File: config.mk
export PLATFORM = sky130hd
export DESIGN_NAME = wr_slot_alloc
export DESIGN_NICKNAME = d
export VERILOG_FILES = /design/src/rtl/wr_mon_pkg.sv /design/src/rtl/wr_free_sel.sv /design/src/rtl/wr_slot_alloc.sv
export SDC_FILE = /design/constraint.sdc
export NUM_CORES = 1
export LEC_CHECK = 0
export ABC_AREA = 0
export BUFFER_PORTS_ARGS = -buffer_cell sky130_fd_sc_hd__buf_2
export CAP_MARGIN = 20
export CELL_PAD_IN_SITES_DETAIL_PLACEMENT = 1
export CELL_PAD_IN_SITES_GLOBAL_PLACEMENT = 2
export CORE_ASPECT_RATIO = 1.75
export CORE_MARGIN = 5
export CORE_UTILIZATION = 18
export CTS_CLUSTER_SIZE = 10
export DETAILED_ROUTE_END_ITERATION = 8
export PLACE_DENSITY = 0.88
export SLEW_MARGIN = 20
export SYNTH_ARGS = -nofsm -noshare
export SYNTH_HDL_FRONTEND = slang
export SYNTH_HIERARCHICAL = 1
export SYNTH_SLANG_ARGS = --single-unit
File: constraint.sdc
create_clock -name clk_i -period 2.4 [get_ports clk_i]
set_input_delay 0.48 -clock clk_i [delete_from_list [all_inputs] [get_ports clk_i]]
set_output_delay 0.48 -clock clk_i [all_outputs]
set_load 0.05 [all_outputs]
File: src/rtl/wr_mon_pkg.sv
// wr_mon_pkg: shared write-monitor defaults, count width helper and the per-slot tracking record
package wr_mon_pkg;
  localparam int unsigned NumSlotsDef = 2;
  localparam int unsigned IdWidthDef = 4;
  localparam int unsigned CntWidthDef = 10;
  localparam int unsigned MaxTxnPerIdDef = 4;
  function automatic int unsigned txn_width(input int unsigned max_txn);
    return $clog2(max_txn + 1);
  endfunction
  localparam int unsigned TxnWidthDef = txn_width(MaxTxnPerIdDef);
  typedef struct packed {
    logic [IdWidthDef-1:0]  id;
    logic [TxnWidthDef-1:0] num_txn;
    logic [CntWidthDef-1:0] txn_budget;
    logic                   free;
  } id_track_t;
endpackage

File: src/rtl/wr_free_sel.sv
// wr_free_sel: lowest-index free slot picker; free_i in, one-hot gnt_o and valid_o out
module wr_free_sel #(
  parameter int unsigned N = 2
) (
  input  logic [N-1:0] free_i,
  output logic [N-1:0] gnt_o,
  output logic         valid_o
);
  assign gnt_o = free_i & (~free_i + N'(1));
  assign valid_o = |free_i;
endmodule

File: src/rtl/wr_slot_alloc.sv
// wr_slot_alloc: write ID slot allocator; watches AW/B handshakes, drives next slot state id_track_d_o from id_track_q_i, gates AW via aw_stall_o, sticky timeout_o/timeout_idx_o/unexp_b_o cleared by clear_i
module wr_slot_alloc
  import wr_mon_pkg::*;
#(
  parameter int unsigned NumSlots = NumSlotsDef,
  parameter int unsigned IdWidth = IdWidthDef,
  parameter int unsigned MaxTxnPerId = MaxTxnPerIdDef,
  parameter int unsigned CntWidth = CntWidthDef,
  parameter type id_track_t = wr_mon_pkg::id_track_t
) (
  input  logic                          clk_i,
  input  logic                          rst_ni,
  input  logic [CntWidth-1:0]           budget_i,
  input  logic                          aw_valid_i,
  input  logic                          aw_ready_i,
  input  logic [IdWidth-1:0]            aw_id_i,
  input  logic                          b_valid_i,
  input  logic                          b_ready_i,
  input  logic [IdWidth-1:0]            b_id_i,
  input  id_track_t [NumSlots-1:0]      id_track_q_i,
  output id_track_t [NumSlots-1:0]      id_track_d_o,
  output logic                          aw_stall_o,
  input  logic                          clear_i,
  output logic                          timeout_o,
  output logic [NumSlots-1:0]           timeout_idx_o,
  output logic                          unexp_b_o
);
  localparam int unsigned TxnWidth = txn_width(MaxTxnPerId);
  localparam logic [TxnWidth-1:0] TxnMax = TxnWidth'(MaxTxnPerId);
  localparam logic [TxnWidth-1:0] TxnOne = TxnWidth'(1);
  logic aw_hs, b_hs, aw_hit_any, b_hit_any, free_any, aw_full, aw_do, aw_new, unexp_q;
  logic [NumSlots-1:0] aw_hit, b_hit, free_vec, full_vec, gnt, to_set, timeout_idx_q;
  for (genvar i = 0; i < NumSlots; i++) begin : g_slot
    assign free_vec[i] = id_track_q_i[i].free;
    assign aw_hit[i] = ~id_track_q_i[i].free & (id_track_q_i[i].id == aw_id_i);
    assign b_hit[i] = ~id_track_q_i[i].free & (id_track_q_i[i].id == b_id_i);
    assign full_vec[i] = id_track_q_i[i].num_txn == TxnMax;
    assign to_set[i] = ~id_track_q_i[i].free & (id_track_q_i[i].txn_budget == '0);
  end
  wr_free_sel #(.N(NumSlots)) u_free_sel (
    .free_i  (free_vec),
    .gnt_o   (gnt),
    .valid_o (free_any)
  );
  assign aw_hs = aw_valid_i & aw_ready_i;
  assign b_hs = b_valid_i & b_ready_i;
  assign aw_hit_any = |aw_hit;
  assign b_hit_any = |b_hit;
  assign aw_full = |(aw_hit & full_vec);
  assign aw_stall_o = aw_valid_i & ((~aw_hit_any & ~free_any) | aw_full);
  assign aw_do = aw_hs & ~aw_stall_o;
  assign aw_new = aw_do & ~aw_hit_any;
  always_comb begin
    id_track_d_o = id_track_q_i;
    for (int unsigned i = 0; i < NumSlots; i++) begin
      if (rst_ni) begin
        if (aw_new && gnt[i]) begin
          id_track_d_o[i].free = 1'b0;
          id_track_d_o[i].id = aw_id_i;
          id_track_d_o[i].num_txn = TxnOne;
          id_track_d_o[i].txn_budget = budget_i;
        end else if (aw_do && aw_hit[i] && b_hs && b_hit[i]) begin
          id_track_d_o[i].txn_budget = budget_i;
        end else if (aw_do && aw_hit[i]) begin
          id_track_d_o[i].num_txn = id_track_q_i[i].num_txn + TxnOne;
        end else if (b_hs && b_hit[i]) begin
          id_track_d_o[i].num_txn = id_track_q_i[i].num_txn - TxnOne;
          id_track_d_o[i].free = id_track_q_i[i].num_txn == TxnOne;
          id_track_d_o[i].txn_budget = budget_i;
        end
      end
    end
  end
  always_ff @(posedge clk_i or negedge rst_ni) begin
    if (!rst_ni) begin
      unexp_q <= 1'b0;
      timeout_idx_q <= '0;
    end else begin
      unexp_q <= (b_hs & ~b_hit_any) | (unexp_q & ~clear_i);
      timeout_idx_q <= to_set | (timeout_idx_q & {NumSlots{~clear_i}});
    end
  end
  assign unexp_b_o = unexp_q;
  assign timeout_idx_o = timeout_idx_q;
  assign timeout_o = |timeout_idx_q;
endmodule

==> summary.md <==
| Metric | Value |
|---|---|
| Hold Crit Class | `in2reg` |
| Starting DRT DRC Count | `64` |
| # rows | `roughly 40` |
| Final net count | `~380` |
| Tcrit/Tclk final | `122%` |
| Status | `finished, violations left` |
| Final setup margin | `-0.526 ns` |
| Drt first pass iters | `4` |
| Vias in the first global route | `2186` |
| Failing checks | `negative setup slack` |
| F_max | `0.342 GHz` |
| Die height | `around 120 microns` |
| RSZ-0062 raised after global routing | `yes` |
| Slew Limit Fails | `0` |
| Sequential fraction of the synthesis area | `approximately 5.8%` |
| Remaining Overflow, GRT | `0` |
| Non-filler instance count after layout | `approximately 390` |
| Power Dens Cells | `~300 mW/mm^2` |
| Max-Cap Viols | `0` |
| CTS tree | `done` |
| Placer Congestion | `0.815` |
| CTS sink cnt | `3` |
| Layout cells sized above 1 | `between 70 and 80%` |
| Multi-input gate area | `0.00157 sq mm` |
| Post-synth top flop | `dfrtp_1` |
| Initial antenna violation count | `0` |
| Clk slew on worst S/H paths | `roughly 0.030 ns` |
| Post-synth ARST share | `100%` |
| CORE AREA | `roughly 0.0071 sq mm` |
| Mapped Area | `0.00130 sq mm` |
| Fillers | `around 800` |
| Synth warn | `6` |
| PortBufs | `101` |
| Initial core utilization | `a little under a fifth` |
| Crit Path Max Fanout | `5` |
| Most common cell after layout, fill and taps aside | `buf_2` |
| CP endpoint kind | `output pin` |
| Final Hold Fails | `0` |
| Dpl cells | `378` |
| Finish-stage setup viols | `37` |
| Number of vias per cell | `~4.6` |
| Syn-to-layout area delta | `145%` |
| H-tree depth | `1` |
| Clk_skew | `0 ns` |
| DRC | `0` |
| #FFs+latches synth | `3` |
| Minimum hold slack | `0.488 ns` |
| Hold Buf Count CTS | `0` |
| WL/cell | `~19 microns` |
| Largest net degree at the start of global routing | `16` |
| I/O Pins | `102` |
| Post-Syn Instances | `roughly 160` |
| Worst setup SP type | `input pin` |
| First-pass GRT wire length | `~11000 microns` |
| Mean post-synth cell area | `8.20 sq um` |
| Post-route setup TNS | `-14.16 ns` |
| Antenna Nets Post-Route | `0` |
| Die X | `around 74 microns` |
| Place WS | `-0.756 ns` |
| GRT Util Overall | `between 10% and 20%` |
| Req. time, crit path | `1.92 ns` |
| Post-synth net total | `roughly 230` |
| Pleak | `approximately 1.5 nW` |
| DP HPWL | `roughly 5300 microns` |
| Highest-count cells in the layout ignoring fill and taps | `53 x buf_2, 41 x buf_6, 39 x buf_4, 17 x mux2_2, 16 x buf_8` |
| Least-Margin Pin Slew | `~0.43 ns` |
| Core Util, Final | `44.5%` |
| Critical path arrival | `approximately 2.5 ns` |
| Relative slew slack | `between 70% and 80%` |
| Detailed Route WL | `about 7500 microns` |
| # diodes | `0` |
| Total CTS buffers | `3` |
| Minimum clock period | `2.93 ns` |
| Vias | `approximately 1800` |
| Skew-Pair Late Insertion Delay | `~0.22 ns` |
| Post-synth EDFFs | `0` |
| Maximum clock path buffer count | `2` |
| Area of the die | `just over 0.009 sq mm` |
| Root buffer cell | `clkbuf_16` |
| Worst IR Drop VDD | `0.477 mV` |
| Reg area | `75.1 sq um` |
| Critical path type | `in2out` |
| Unique masters post-synth | `44` |
==> repair_timing <==
action                     CTS  global route
cloned                       2             0
resized for setup          135            53
pin swaps                   25            18
setup buffers                7             5
setup endpoints to repair   37            37
==> cells by family (layout without fill, tap and decap cells) <==
logic type,count (synthesis),after routing,share of synthesized area [%]
AOI/OAI and AO/OA,27,27,15.0
xor gates and xnor gates,16,16,10.8
adders and majority gates,8,8,7.72
buffers and inverters,14,163,5.79
DFF,3,3,5.79
muxes,34,34,29.2
and+or+nand+nor,56,57,25.8
==> metrics by stage <==
step | cell area [sq um] | power, mW
after floorplan | 1380 | 0.334
after global placement | 2270 | 0.509
after detailed placement | 2270 | 0.516
after CTS | 2920 | 0.899
after global routing | 3180 | 0.988
final | 3180 | 0.947
==> critical path, cell delays in order <==
cell and delay (ns):
buf_8 0.12, xor2_4 0.19, nor3_4 0.06, buf_4 0.14, and3b_2 0.23, or4b_4 0.55
a21boi_2 0.19, mux2_4 0.32, buf_8 0.15
==> cell type report <==
cell class                 instances  share of cell area [%]
multi-input combinational        142                    49.4
timing repair buffer             152                    41.6
tap                               86                    3.39
clock buffer                       4                    2.48
sequential                         3                    2.36
inverter                           7                   0.827
==> worst paths after layout <==
check,start,to,slack [ns],cells after the start
setup / recovery,aw_id_i[2],id_track_d_o[13],-0.53,9
hold / removal,clear_i,timeout_idx_o[0]$_DFF_PN0_,0.49,2
setup reg to reg,timeout_idx_o[1]$_DFF_PN0_,timeout_idx_o[1]$_DFF_PN0_,1.75,2
hold reg to reg,unexp_b_o$_DFF_PN0_,unexp_b_o$_DFF_PN0_,0.54,2
max in group asynchronous,rst_ni,unexp_b_o$_DFF_PN0_,1.75,2
min in group asynchronous,rst_ni,timeout_idx_o[0]$_DFF_PN0_,0.53,2
==> metal layers <==
metal / vias up / track usage [%] / part of all wire [%]
met4: 0 / 3.40 / 1.2
met5: - / 0 / 0
li1: 879 / - / -
met2: 66 / 32.8 / 60
met1: 879 / 14.8 / 33
met3: 8 / 3.44 / 6.0
==> cells in the mapped netlist (2+ instances only) <==
cell	number	share of area, %
buf_6	2	1.7
inv_1	7	2.0
buf_2	3	1.2
and3b_1	2	1.4
and3_1	4	1.9
nor2b_1	4	1.9
a21oi_1	5	1.9
nand4_1	2	0.97
o2111a_1	2	1.7
mux2i_1	4	3.1
a311o_1	2	1.5
xnor2_1	3	2.0
a21boi_1	2	1.2
mux2_2	22	19
nor2_1	12	3.5
xor2_1	13	8.8
o211ai_1	4	2.3
nor4_1	4	1.9
dfrtp_1	3	5.8
nor3_1	4	1.5
nor3_2	2	1.5
nand2_1	9	2.6
mux2_1	8	7.0
nand3_1	3	1.2
ha_1	8	7.7
o21ai_0	6	2.3
==> registers in the layout (all words and copies together) (netlist names) <==
name,cells
timeout_idx_o,2
unexp_b_o,1
==> where the power goes <==
group	internal, mW	switching, mW
logic	0.286	0.342
clock network	0.219	0.0457
registers	0.0528	0.000787
total	0.558	0.389
(Power assumes the default switching activity.)
